**src/rtl/mem_pkg.sv**
```systemverilog
// Shared types and constants for the RV32 load/store unit and its checker.
// The request struct address width is fixed here; mem_lsu's ADDR_W must match it.
package mem_pkg;

    localparam logic [2:0] F3_B  = 3'b000;
    localparam logic [2:0] F3_H  = 3'b001;
    localparam logic [2:0] F3_W  = 3'b010;
    localparam logic [2:0] F3_BU = 3'b100;
    localparam logic [2:0] F3_HU = 3'b101;

    localparam int LSU_ADDR_W = 8;

    typedef enum logic [1:0] {
        IDLE,
        ACCESS,
        RESP
    } lsu_state_t;

    typedef struct packed {
        logic                  write;
        logic [2:0]            funct3;
        logic [LSU_ADDR_W-1:0] addr;
        logic [31:0]           wdata;
        logic [4:0]            rd;
    } lsu_req_t;

endpackage

```
**src/rtl/mem_lsu_check.sv**
```systemverilog
// Combinational funct3 legality and alignment check for mem_lsu.
// MEM_LSU_MISALIGN_TRAP_EN turns misaligned halfword/word accesses into faults.
module mem_lsu_check
    import mem_pkg::*;
#(
    parameter int ADDR_W = 8
) (
    input  logic              write_i,
    input  logic [2:0]        funct3_i,
    input  logic [ADDR_W-1:0] addr_i,
    output logic              fault_o,
    output logic [ADDR_W-1:0] addr_aligned_o
);

    logic illegal;
    logic isHalf;
    logic isWord;

    always_comb begin
        illegal = 1'b0;
        if (write_i) begin
            illegal = !(funct3_i inside {F3_B, F3_H, F3_W});
        end else begin
            illegal = !(funct3_i inside {F3_B, F3_H, F3_W, F3_BU, F3_HU});
        end
    end

    assign isHalf = (funct3_i[1:0] == 2'b01);
    assign isWord = (funct3_i[1:0] == 2'b10);

    // Without the trap, misaligned accesses fall through to the naturally aligned slot.
    always_comb begin
        addr_aligned_o = addr_i;
        if (isHalf) begin
            addr_aligned_o[0] = 1'b0;
        end
        if (isWord) begin
            addr_aligned_o[1:0] = 2'b00;
        end
    end

`ifdef MEM_LSU_MISALIGN_TRAP_EN
    logic misaligned;
    assign misaligned = (isHalf && addr_i[0]) || (isWord && (addr_i[1:0] != 2'b00));
    assign fault_o    = illegal || misaligned;
`else
    assign fault_o    = illegal;
`endif

endmodule

```
**src/rtl/mem_lsu.sv**
```systemverilog
// RV32 memory-stage load/store unit: request handshake, one-cycle data_mem access,
// held writeback response with backpressure and flush. See mem_lsu_check for MEM_LSU_MISALIGN_TRAP_EN.
module mem_lsu
    import mem_pkg::*;
#(
    parameter int ADDR_W = LSU_ADDR_W
) (
    input  logic              clk,
    input  logic              rst_n,
    input  logic              req_valid,
    output logic              req_ready,
    input  logic              req_write,
    input  logic [2:0]        req_funct3,
    input  logic [ADDR_W-1:0] req_addr,
    input  logic [31:0]       req_wdata,
    input  logic [4:0]        req_rd,
    input  logic              flush,
    output logic [ADDR_W-1:0] mem_addr,
    output logic [2:0]        mem_len,
    output logic              mem_read,
    output logic              mem_write,
    output logic [31:0]       mem_wdata,
    input  logic [31:0]       mem_rdata,
    output logic              resp_valid,
    input  logic              resp_ready,
    output logic [31:0]       resp_rdata,
    output logic [4:0]        resp_rd,
    output logic              resp_is_load,
    output logic              resp_fault
);

    lsu_state_t        state_q;
    lsu_req_t          req_q;
    logic              resp_valid_q;
    logic [31:0]       resp_rdata_q;
    logic [4:0]        resp_rd_q;
    logic              resp_is_load_q;
    logic              resp_fault_q;

    logic              fault;
    logic [ADDR_W-1:0] alignedAddr;
    logic              accept;
    logic              inAccess;

    mem_lsu_check #(
        .ADDR_W(ADDR_W)
    ) u_check (
        .write_i        (req_write),
        .funct3_i       (req_funct3),
        .addr_i         (req_addr),
        .fault_o        (fault),
        .addr_aligned_o (alignedAddr)
    );

    always_comb begin
        req_ready = 1'b0;
        unique case (state_q)
            IDLE:    req_ready = 1'b1;
            RESP:    req_ready = resp_ready && !flush;
            default: req_ready = 1'b0;
        endcase
    end

    assign accept   = req_valid && req_ready && !flush;
    assign inAccess = (state_q == ACCESS);

    // Memory strobes exist only in ACCESS; a flush there must kill the store before the edge.
    assign mem_read  = inAccess && !req_q.write;
    assign mem_write = inAccess && req_q.write && !flush;
    assign mem_addr  = inAccess ? req_q.addr   : '0;
    assign mem_len   = inAccess ? req_q.funct3 : 3'b000;
    assign mem_wdata = inAccess ? req_q.wdata  : 32'h0;

    assign resp_valid   = resp_valid_q;
    assign resp_rdata   = resp_rdata_q;
    assign resp_rd      = resp_rd_q;
    assign resp_is_load = resp_is_load_q;
    assign resp_fault   = resp_fault_q;

    // Later assignments in IDLE/RESP override the release path when a new request is taken.
    always_ff @(posedge clk or negedge rst_n) begin
        if (!rst_n) begin
            state_q        <= IDLE;
            req_q          <= '0;
            resp_valid_q   <= 1'b0;
            resp_rdata_q   <= 32'h0;
            resp_rd_q      <= 5'd0;
            resp_is_load_q <= 1'b0;
            resp_fault_q   <= 1'b0;
        end else begin
            unique case (state_q)
                IDLE, RESP: begin
                    if (state_q == RESP && (flush || resp_ready)) begin
                        state_q      <= IDLE;
                        resp_valid_q <= 1'b0;
                    end
                    if (accept) begin
                        req_q.write  <= req_write;
                        req_q.funct3 <= req_funct3;
                        req_q.addr   <= alignedAddr;
                        req_q.wdata  <= req_wdata;
                        req_q.rd     <= req_rd;
                        if (fault) begin
                            state_q        <= RESP;
                            resp_valid_q   <= 1'b1;
                            resp_fault_q   <= 1'b1;
                            resp_rdata_q   <= 32'h0;
                            resp_rd_q      <= req_rd;
                            resp_is_load_q <= !req_write;
                        end else begin
                            state_q      <= ACCESS;
                            resp_valid_q <= 1'b0;
                        end
                    end
                end
                ACCESS: begin
                    if (flush) begin
                        state_q      <= IDLE;
                        resp_valid_q <= 1'b0;
                    end else begin
                        state_q        <= RESP;
                        resp_valid_q   <= 1'b1;
                        resp_fault_q   <= 1'b0;
                        resp_rdata_q   <= req_q.write ? 32'h0 : mem_rdata;
                        resp_rd_q      <= req_q.rd;
                        resp_is_load_q <= !req_q.write;
                    end
                end
                default: begin
                    state_q      <= IDLE;
                    resp_valid_q <= 1'b0;
                end
            endcase
        end
    end

endmodule

```
**config.mk**
```make
export PLATFORM = sky130hd
export DESIGN_NAME = mem_lsu
export DESIGN_NICKNAME = d
export VERILOG_FILES = /design/src/rtl/mem_pkg.sv /design/src/rtl/mem_lsu_check.sv /design/src/rtl/mem_lsu.sv
export SDC_FILE = /design/constraint.sdc
export NUM_CORES = 1
export LEC_CHECK = 0
export BUFFER_PORTS_ARGS = -buffer_cell sky130_fd_sc_hd__buf_2
export CAP_MARGIN = 10
export CORE_ASPECT_RATIO = 0.5
export CORE_UTILIZATION = 52
export CTS_CLUSTER_DIAMETER = 50
export DETAILED_ROUTE_END_ITERATION = 10
export PLACE_DENSITY = 0.86
export SYNTH_ARGS = -nofsm -noshare
export SYNTH_HDL_FRONTEND = slang
export SYNTH_HIERARCHICAL = 1
export SYNTH_SLANG_ARGS = --single-unit
```
**constraint.sdc**
```tcl
create_clock -name clk -period 4.4 [get_ports clk]
set_input_delay 0.88 -clock clk [delete_from_list [all_inputs] [get_ports clk]]
set_output_delay 0.88 -clock clk [all_outputs]
set_load 0.01 [all_outputs]
```
* Yosys cells after proc, flatten, opt, wreduce, memory -nomap -nowiden
Index checks and enable logic that the tools add are counted.
** Storage, ports and cells
- Register bits :: 91
- Input bits :: 86
- Output and inout port bits :: 86
** Cells by class
- Eq/ne operators :: 12
- Muxes and demuxes :: 34
- Reductions and logical operators :: 21
** Operator list (count)
- 32-bit 2-to-1 mux :: 5
- 32-bit case mux with 2 select lines :: 1
- 5-bit 2-to-1 mux :: 3
- 1-bit 2-to-1 mux :: 12
- 2-bit 2-to-1 mux :: 5
- 5-bit case mux with 2 select lines :: 1
- 8-bit 2-to-1 mux :: 1
- 1-bit case mux with 2 select lines :: 4
- 1-bit logical AND :: 7
- 3-bit equality test, second input constant :: 2
- 2-bit != test, second input constant :: 3
- 1-bit logical NOT :: 5
- 5-bit nonzero test :: 1
- 2-bit by 1-bit equality test with 1-bit output, second input constant :: 2
- 2-bit equality test, second input constant :: 2
- 2-bit case mux with 2 select lines :: 1
- 4-bit AND reduction :: 1
- 3-bit by 1-bit equality test with 1-bit output, second input constant :: 1
- 3-bit by 2-bit equality test with 1-bit output, second input constant :: 1
- 3-bit logical NOT :: 1
- 3-bit 2-to-1 mux :: 1
- 3-bit != test, second input constant :: 1
- 3-bit nonzero test :: 1
- 2-bit logical NOT :: 1
- other kinds (4) :: 4

* Logic depth before layout (Yosys ltp)
Gate-level depths: netlist of run 1.
- Depth after elaboration :: 7
- Gate-level depth with buffers :: 7
- Gate-level depth less buffers :: 5

* Cells and area by module
Netlist of run 1, hierarchy kept.
** By module, submodules not included
- mem_lsu :: instances 1, cells an instance 327, area each 4001.3 µm², sequential area each 2252.2 µm²
- mem_lsu_check :: instances 1, cells an instance 13, area each 83.8 µm², sequential area each 0.0 µm²

* Least setup slack after synthesis of run 1
No wires, ideal clock.
- Path kind :: input to output
- Start point :: in flush
- End point :: out req_ready
- Data arrival time :: 1.228 ns
- Required time :: 3.520 ns
- Slack :: 2.292 ns
- Cell stages on the path :: 2
- Path buffers :: 0
- Cells stage by stage :: nand2b_1 a21oi_1
** Between the ends
- Longest elaborated chain between the ends :: 3
** RTL lines
- from (decl) :: line mem_lsu.sv:17 : input logic flush,
- 1-bit logical NOT :: line mem_lsu.sv:59 : RESP: req_ready = resp_ready && !flush;
- 1-bit logical AND :: line mem_lsu.sv:59
- 1-bit case mux with 2 select lines :: line mem_lsu.sv:57 : unique case (state_q)
- to (decl) :: line mem_lsu.sv:11 : output logic req_ready,
Every way passes these cells.

* Final worst setup path of run 1
- Start point :: reg state_q[0]
- End point :: out mem_len[0]
** Between the ends
- Longest elaborated chain between the ends :: 2
** RTL lines
- from (decl) :: line mem_lsu.sv:32 : lsu_state_t state_q;
- from (signal assigned) :: line mem_lsu.sv:83 : state_q <= IDLE;
- from (signal assigned) :: line mem_lsu.sv:94 : state_q <= IDLE;
- from (signal assigned) :: line mem_lsu.sv:104 : state_q <= RESP;
- 2-bit by 1-bit equality test with 1-bit output :: line mem_lsu.sv:65 : assign inAccess = (state_q == ACCESS);
- 3-bit 2-to-1 mux :: line mem_lsu.sv:71 : assign mem_len = inAccess ? req_q.funct3 : 3'b000;
- to (decl) :: line mem_lsu.sv:19 : output logic [2:0] mem_len,
Every way passes these cells.

==> results of run 1 <==
## layout by cell type, fill, tap and decap left out, types with 2 or more instances in the layout
| cell | netlist | layout |
|---|---|---|
| clkbuf_8 | 0 | 2 |
| dfrtp_1 | 90 | 90 |
| buf_2 | 9 | 170 |
| and2_1 | 44 | 44 |
| nor2_1 | 4 | 4 |
| nand2b_1 | 3 | 3 |
| inv_1 | 33 | 33 |
| a21oi_1 | 5 | 5 |
| nand2_1 | 33 | 33 |
| buf_4 | 8 | 5 |
| clkbuf_16 | 0 | 9 |
| mux2_2 | 35 | 35 |
| clkinv_2 | 0 | 2 |
| mux2_1 | 25 | 25 |
| mux2i_1 | 32 | 32 |
## routing by layer
layer	part of all wire [%]	global-route usage (%)
met5	0	0
met4	1.6	7.74
met3	4.4	4.95
met2	49	36.3
met1	45	25.7
## synthesized netlist by cell type, drive strengths merged
master,count,area [sq um]
dfrtp,90,2250
mux2,60,676
and2,44,275
inv,33,124
nand2,33,124
mux2i,32,320
buf,20,139
a21oi,5,25.0
clkbuf,4,15.0
nand2b,4,32.5
nor2,4,15.0
nor3b,2,20.0
a211oi,1,12.5
a21boi,1,7.51
a21o,1,7.51
nand3,1,5.00
nor2b,1,8.76
nor3,1,5.00
o21ai,1,5.00
o21bai,1,7.51
xnor2,1,8.76
## power breakdown
| group | internal (W) | switching [W] | leakage [nW] |
|---|---|---|---|
| Sequential | 0.000952 | 0.0000603 | 1.13 |
| Combinational | 0.000179 | 0.000154 | 1.40 |
| Clock | 0.000413 | 0.000299 | 0.139 |
| Total | 0.00154 | 0.000513 | 2.67 |
## critical path, delay by kind of cell (launching register included)
kind          cells  cell delay [ns]
flops             1             0.50
simple gates      2             0.89
buf+inv           2             0.50
## layout make-up
cell class                 count  area, sq um
clock buffer                  12          256
clock inverter                 4         26.3
fill                         552         2180
inverter                      33          124
multi-input combinational    193         1570
sequential                    90         2250
tap                          108          135
timing repair buffer         176          908
## stage by stage
step / setup slack [ns] / cell area, sq um
2_1_floorplan: 2.29 / 4090
3_3_place_gp: 1.50 / 4990
3_5_place_dp: 1.43 / 4990
4_1_cts: 1.26 / 5280
5_1_grt: 1.12 / 5280
6_report: 1.29 / 5280
## registers in the layout (all words and copies together) (netlist names)
signal and flops:
req_q 49, resp_rd 5, resp_fault 1, resp_valid 1, resp_is_load 1, state_q 1, resp_rdata 32
## worst max-delay path by stage
stage	startpoint	to	cells past startpoint	slack, ns
2_1_floorplan	flush	req_ready	2	2.29
3_3_place_gp	req_funct3[0]	resp_rdata[3]$_DFFE_PN0P_	7	1.50
3_5_place_dp	req_funct3[0]	resp_rdata[18]$_DFFE_PN0P_	7	1.43
4_1_cts	state_q[0]$_DFFE_PN0P_	mem_len[0]	4	1.26
5_1_grt	state_q[0]$_DFFE_PN0P_	mem_addr[3]	4	1.12
6_report	state_q[0]$_DFFE_PN0P_	mem_len[0]	4	1.29
## cell families (layout without fill, tap and decap cells)
family                    after synthesis  count (layout)  share of synthesized area, %
DFF                                    90              90                          55.1
muxes                                  92              92                          24.4
and+or+nand+nor                        90              90                          11.9
xor gates and xnor gates                1               1                         0.214
AOI/OAI and AO/OA                      10              10                          1.59
buffers and inverters                  57             225                          6.80
==> flow_metrics.env, run 1 <==
export IMPL_worstPathMaxFanout=27
export IMPL_powerDensity_nw_per_um2=390
export IMPL_reg2regPathDepth=4
export IMPL_worst_slew_pin_slew_ns=1.12
export IMPL_synthDistinctLibCells=26
export IMPL_ios=172
export IMPL_maxSlewHeadroom_pct=25.5
export IMPL_critPathRequiredTime_ns=3.52
export IMPL_cp_slowest_cell="nor2b_2"
export IMPL_die_area_sq_um=8240
export IMPL_drv_cap=0
export IMPL_clock_skew_ns=0.00614
export IMPL_min_to="req_q[26]$_DFFE_PN0P_"
export IMPL_seq_area_frac_synth_pct=55.1
export IMPL_instances_no_fill=616
export IMPL_rsz0062_at_grt="no"
export IMPL_cts_max_level=3
export IMPL_status="finished clean"
export IMPL_track_usage_pct=20.9
export IMPL_holdCritStartpoint="req_q[26]$_DFFE_PN0P_"
export IMPL_cts_resized=0
export IMPL_cts_sinks=90
export IMPL_grt_pass1_vias=2876
export IMPL_slowest_delay_ns=0.72
export IMPL_rows=22
export IMPL_cts_made_buffers=9
export IMPL_avgViaCountPerCell=4.74
export IMPL_area_delta_synth_final_pct=29.2
export IMPL_peakVddDrop_v=0.000246
export IMPL_clock_latency_ns=0.33
export IMPL_cp_end_kind="output pin"
export IMPL_r2r_end="req_q[12]$_DFFE_PN0P_"
export IMPL_coreArea_sq_um=7460
export IMPL_wl_per_cell_microns=13.1
export IMPL_setup_viol_count_final=0
export IMPL_io_buffer_count=171
export IMPL_routed_wirelength_mm=8.09
export IMPL_final_setup_tns_ns=0
export IMPL_total_power_w=0.00206
export IMPL_tritoncts="yes"
export IMPL_max_freq_mhz=322
export IMPL_hold_slack_ns=0.484
export IMPL_synth_cells=340
export IMPL_holdPathStages=1
export IMPL_start_kind="register"
export IMPL_overflow=0
export IMPL_min_delay_path_class="reg -> reg"
export IMPL_start_util_pct=54.8
export IMPL_final_core_util_pct=70.7
export IMPL_grt_pass1_wl_mm=13.3
export IMPL_drive_gt1_share_pct=45.5
export IMPL_gp_congestion=0.760
export IMPL_drc=0
export IMPL_critPathKind="reg -> out"
export IMPL_timing_rr_start="resp_valid$_DFFE_PN0P_"
export IMPL_antenna_found_initial=0
export IMPL_hold_violations=0
export IMPL_avgSynthCellArea_sq_um=12.0
export IMPL_postCtsSetupBuffers=0
export IMPL_ctsHoldBuffers=0
export IMPL_ys_warn_count=6
export IMPL_diodes=0
export IMPL_clkTransAtPathRegs_ns=0.06
export IMPL_fin_nets=589
export IMPL_fin_crit_ns=3.11
export IMPL_hpwl_mm=5.80
export IMPL_cp_arrival_ns=2.23
export IMPL_synth_nets=426
export IMPL_path_cells="nor2b_2 > buf_4 > and2_1 > buf_2"
export IMPL_slew_violations=0
export IMPL_first_iter_violations=111
export IMPL_grt_max_degree=91
export IMPL_fin_crit_sh_pct=70.7
export IMPL_leakagePower_nw=2.67
export IMPL_reg2reg_slack_ns=2.20
export IMPL_cts_max_path_buffers=2
export IMPL_fp_dieH_microns=64.7
export IMPL_dpl_cell_count=600
export IMPL_ys_ff_latch=90
export IMPL_die_x_microns=127
export IMPL_via_count=2919
export IMPL_ant_nets=0
export IMPL_syn_cell_area_sq_um=4090
export IMPL_cts_root_buffer="clkbuf_16"
export IMPL_first_pass_iters=4
Power figures use the tool's default switching activity.
==> inputs of run 2 (changes only) <==
--- a/config.mk
+++ b/config.mk
@@ -8,10 +8,10 @@
 export BUFFER_PORTS_ARGS = -buffer_cell sky130_fd_sc_hd__buf_2
 export CAP_MARGIN = 10
 export CORE_ASPECT_RATIO = 0.5
-export CORE_UTILIZATION = 52
+export CORE_UTILIZATION = 48
 export CTS_CLUSTER_DIAMETER = 50
 export DETAILED_ROUTE_END_ITERATION = 10
-export PLACE_DENSITY = 0.86
+export PLACE_DENSITY = 0.8
 export SYNTH_ARGS = -nofsm -noshare
 export SYNTH_HDL_FRONTEND = slang
 export SYNTH_HIERARCHICAL = 1
==> constraint.sdc (replaced) <==
create_clock -name clk -period 3.2 [get_ports clk]
set_input_delay 0.64 -clock clk [delete_from_list [all_inputs] [get_ports clk]]
set_output_delay 0.64 -clock clk [all_outputs]
set_load 0.01 [all_outputs]
==> flow_metrics.env, run 2 (synthesis gave the netlist of run 1 again) <==
export IMPL_timing_rr_start="state_q[0]$_DFFE_PN0P_"
export IMPL_first_iter_violations=84
export IMPL_avgViaCountPerCell=4.69
export IMPL_final_setup_tns_ns=0
export IMPL_reg2regPathDepth=4
export IMPL_coreArea_sq_um=8120
export IMPL_fillers=647
export IMPL_wl_per_cell_microns=13.4
export IMPL_path_delay_family="flip-flops"
export IMPL_cts_max_level=3
export IMPL_first_pass_iters=4
export IMPL_max_freq_mhz=441
export IMPL_fin_crit_ns=2.27
export IMPL_reg2reg_slack_ns=1.35
export IMPL_powerDensity_nw_per_um2=537
export IMPL_cp_end_kind="output pin"
export IMPL_cts_max_path_buffers=2
export IMPL_slew_violations=0
export IMPL_area_delta_synth_final_pct=30.0
export IMPL_clock_skew_ns=0.00674
export IMPL_hold_slack_ns=0.409
export IMPL_via_count=2924
export IMPL_antenna_found_initial=0
export IMPL_fin_crit_sh_pct=70.8
export IMPL_hold_violations=0
export IMPL_cts_sinks=90
export IMPL_start_kind="register"
export IMPL_tritoncts="yes"
export IMPL_start_util_pct=50.3
export IMPL_layout_commonest_cell="buf_2"
export IMPL_fin_nets=592
export IMPL_rsz0062_at_grt="no"
export IMPL_die_area_sq_um=8910
export IMPL_ant_nets=0
export IMPL_leakagePower_nw=2.69
export IMPL_worst_slew_pin_slew_ns=0.796
export IMPL_grt_pass1_wl_mm=13.5
export IMPL_gp_congestion=0.773
export IMPL_critPathRequiredTime_ns=2.56
export IMPL_setup_viol_count_final=0
export IMPL_overflow=0
export IMPL_status="finished clean"
export IMPL_clkTransAtPathRegs_ns=0.06
export IMPL_drive_gt1_share_pct=46.0
export IMPL_postCtsSetupBuffers=0
export IMPL_cts_root_buffer="clkbuf_16"
export IMPL_drc=0
export IMPL_fp_dieH_microns=67.2
export IMPL_cts_made_buffers=9
export IMPL_regMostFlops="req_q"
export IMPL_routed_wirelength_mm=8.32
export IMPL_peakVddDrop_v=0.000341
export IMPL_final_cell_mix="buf_2 (170), dfrtp_1 (90), and2_1 (44), mux2_2 (35)"
export IMPL_worstPathBufferInverterCount=2
export IMPL_diodes=0
export IMPL_track_usage_pct=19.5
export IMPL_slowest_delay_ns=0.51
export IMPL_ios=172
export IMPL_die_x_microns=132
export IMPL_clock_latency_ns=0.33
export IMPL_io_buffer_count=171
export IMPL_grt_pass1_vias=2812
export IMPL_grt_max_degree=62
export IMPL_cts_resized=0
export IMPL_cp_arrival_ns=1.63
export IMPL_hpwl_mm=5.96
export IMPL_cp_slowest_cell="dfrtp_1"
export IMPL_r2r_end="resp_rdata[7]$_DFFE_PN0P_"
export IMPL_critPathKind="reg -> out"
export IMPL_path_cells="nor2b_2 > buf_4 > and2_1 > buf_2"
export IMPL_largest_reg_flops=49
export IMPL_maxSlewHeadroom_pct=46.9
export IMPL_worstPathMaxFanout=26
export IMPL_min_delay_path_class="in -> async"
export IMPL_ctsHoldBuffers=0
export IMPL_rows=23
export IMPL_drv_cap=0
[run 2: power by group]
part	switching (W)	internal (W)	leakage [nW]	total, W
logic	0.000213	0.000248	1.42	0.000461
registers	0.0000851	0.00131	1.13	0.00139
clock network	0.000410	0.000587	0.141	0.000997
total	0.000708	0.00214	2.69	0.00285
[run 2: final cells by class]
type	count	area, sq um	area share, %
Tap cell	112	140	2.64
Clock inverter	4	25.0	0.471
Multi-Input combinational cell	193	1570	29.6
Clock buffer	12	267	5.02
Timing Repair Buffer	179	931	17.5
Sequential cell	90	2250	42.4
Inverter	33	124	2.33
[run 2: how the worst max path moves through the flow]
stage | start | endpoint | slack [ns] | cells past startpoint
floorplan | resp_valid$_DFFE_PN0P_ | mem_addr[0] | 1.35 | 4
global placement | req_funct3[0] | resp_rdata[18]$_DFFE_PN0P_ | 0.87 | 7
detailed placement | req_funct3[0] | resp_rdata[11]$_DFFE_PN0P_ | 0.82 | 7
CTS | state_q[0]$_DFFE_PN0P_ | mem_wdata[27] | 0.92 | 4
global route | state_q[0]$_DFFE_PN0P_ | mem_wdata[11] | 0.83 | 4
finish | state_q[0]$_DFFE_PN0P_ | mem_wdata[14] | 0.93 | 4
[run 2: routing by layer]
| metal | routed length (microns) | GRT usage (%) |
|---|---|---|
| met5 | 0 | 0 |
| met4 | 173 | 7.76 |
| met3 | 393 | 5.48 |
| met2 | 4030 | 32.8 |
| met1 | 3730 | 24.4 |
[run 2: worst reg2reg max path, cell delays in order (launching register included)]
cell and delay, ns:
dfrtp_1 0.48, nand2b_4 0.19, a211oi_4 0.43, buf_4 0.40, mux2i_1 0.27
[run 2: metrics by stage]
stage	cells	util (%)	area (sq um)	power [W]	worst slack, ns
2_1_floorplan	340	-	4090	0.00167	1.35
3_3_place_gp	607	61.9	5020	0.00186	0.872
3_5_place_dp	607	61.9	5020	0.00188	0.824
4_1_cts	623	65.5	5310	0.00289	0.920
5_1_grt	623	65.5	5310	0.00301	0.834
6_report	623	65.5	5310	0.00285	0.933
==> inputs of run 3 (changes only) <==
==> constraint.sdc (replaced) <==
create_clock -name clk -period 2.1 [get_ports clk]
set_input_delay 0.42 -clock clk [delete_from_list [all_inputs] [get_ports clk]]
set_output_delay 0.42 -clock clk [all_outputs]
set_load 0.01 [all_outputs]
==> flow_metrics.env, run 3 (synthesis gave the netlist of run 1 again) <==
export IMPL_critPathRequiredTime_ns=1.68
export IMPL_drive_gt1_share_pct=46.4
export IMPL_layout_commonest_cell="buf_2"
export IMPL_cts_max_level=3
export IMPL_cp_arrival_ns=1.57
export IMPL_total_power_w=0.00455
export IMPL_wl_per_cell_microns=13.5
export IMPL_rows=23
export IMPL_cts_made_buffers=9
export IMPL_track_usage_pct=19.9
export IMPL_final_setup_tns_ns=0
export IMPL_final_area_sq_um=5390
export IMPL_coreArea_sq_um=8120
export IMPL_clock_latency_ns=0.34
export IMPL_worst_slew_pin_slew_ns=0.518
export IMPL_fillers=653
export IMPL_area_delta_synth_final_pct=31.9
export IMPL_ant_nets=0
export IMPL_leakagePower_nw=2.73
export IMPL_routed_wirelength_mm=8.50
export IMPL_via_count=2909
export IMPL_first_iter_violations=99
export IMPL_fin_ws_ns=0.113
export IMPL_fin_nets=596
export IMPL_start_kind="register"
export IMPL_grt_pass1_vias=2744
export IMPL_ctsHoldBuffers=0
export IMPL_clock_skew_ns=0.00643
export IMPL_critPathKind="reg -> out"
export IMPL_dpl_worst_slack_ns=0.128
export IMPL_setup_viol_count_final=0
export IMPL_drc=0
export IMPL_status="finished clean"
export IMPL_die_x_microns=132
export IMPL_first_pass_iters=4
export IMPL_diodes=0
export IMPL_min_delay_path_class="in -> async"
export IMPL_fin_crit_ns=1.99
export IMPL_slew_violations=0
export IMPL_start_util_pct=50.3
export IMPL_cp_end_kind="output pin"
export IMPL_overflow=0
export IMPL_hold_violations=0
export IMPL_cts_root_buffer="clkbuf_16"
export IMPL_seq_area_sq_um=2250
export IMPL_ios=172
export IMPL_instances_no_fill=627
export IMPL_clkTransAtPathRegs_ns=0.06
export IMPL_rsz0062_at_grt="no"
export IMPL_dpl_cell_count=611
export IMPL_cts_sinks=90
export IMPL_antenna_found_initial=0
export IMPL_die_area_sq_um=8910
export IMPL_regMostFlops="req_q"
export IMPL_largest_reg_flops=49
export IMPL_peakVddDrop_v=0.000500
export IMPL_maxSlewHeadroom_pct=65.5
export IMPL_multiInputGateArea_sq_um=1570
export IMPL_gp_congestion=0.808
export IMPL_worstPathMaxFanout=9
export IMPL_avgViaCountPerCell=4.64
export IMPL_grt_pass1_wl_mm=13.5
export IMPL_fp_dieH_microns=67.2
export IMPL_drv_cap=0
export IMPL_max_freq_mhz=503
export IMPL_io_buffer_count=171
export IMPL_placed_area_sq_um=5060
export IMPL_reg2reg_slack_ns=0.41
export IMPL_cts_max_path_buffers=2
export IMPL_tritoncts="yes"
export IMPL_final_cell_mix="buf_2 (170), dfrtp_1 (89), and2_1 (44), mux2_2 (35)"
export IMPL_grt_max_degree=34
export IMPL_powerDensity_nw_per_um2=844
export IMPL_fin_crit_sh_pct=94.6
export IMPL_hpwl_mm=6.07
==> run 3: layout make-up <==
class | count | area share, %
tap | 112 | 2.60
sequential | 90 | 41.8
timing repair buffer | 183 | 18.1
inverter | 33 | 2.30
multi-input combinational | 193 | 29.2
clock inverter | 5 | 1.44
clock buffer | 11 | 4.50
==> run 3: through the flow <==
step | hold slack (ns) | util, %
after global routing | 0.0385 | 66.4
final | 0.0191 | 66.4
after floorplan | 0.124 | -
after global placement | 0.395 | 62.4
after CTS | 0.0260 | 66.3
after detailed placement | 0.391 | 62.4
==> run 3: report_power, final <==
| group | switching [W] | internal, W |
|---|---|---|
| sequential | 0.000126 | 0.00199 |
| clock | 0.000641 | 0.00107 |
| combinational | 0.000329 | 0.000387 |
| total | 0.00110 | 0.00345 |
==> run 3: metal layers <==
metal | global-route usage [%] | share of wire [%] | up-vias | wire length, microns
met5 | 0 | 0 | - | 0
met4 | 7.90 | 1.9 | 0 | 161
met3 | 5.78 | 4.7 | 16 | 400
met2 | 33.9 | 50 | 86 | 4210
met1 | 24.4 | 44 | 1371 | 3720
li1 | - | - | 1436 | -
==> run 3: path summary, 6_finish.rpt <==
check	cells past startpoint	end	startpoint
worst min-delay path	1	req_q[35]$_DFFE_PN0P_	rst_n
max in group asynchronous	2	resp_rdata[20]$_DFFE_PN0P_	rst_n
worst max register to register	5	resp_rdata[30]$_DFFE_PN0P_	state_q[0]$_DFFE_PN0P_
worst max-delay path	2	mem_read	resp_valid$_DFFE_PN0P_
worst min register to register	1	req_q[11]$_DFFE_PN0P_	req_q[11]$_DFFE_PN0P_
min in group clk	2	req_q[35]$_DFFE_PN0P_	req_wdata[30]
==> run 3: critical path, stage by stage (launching register included) <==
cell and delay [ns]:
dfrtp_1 0.50, nor3b_4 0.50, buf_2 0.23
==> run 3: timing repair <==
action	4_1_cts	5_1_grt
resized for setup	0	2
endpoints found under the setup margin	0	32
buffers inserted	0	0
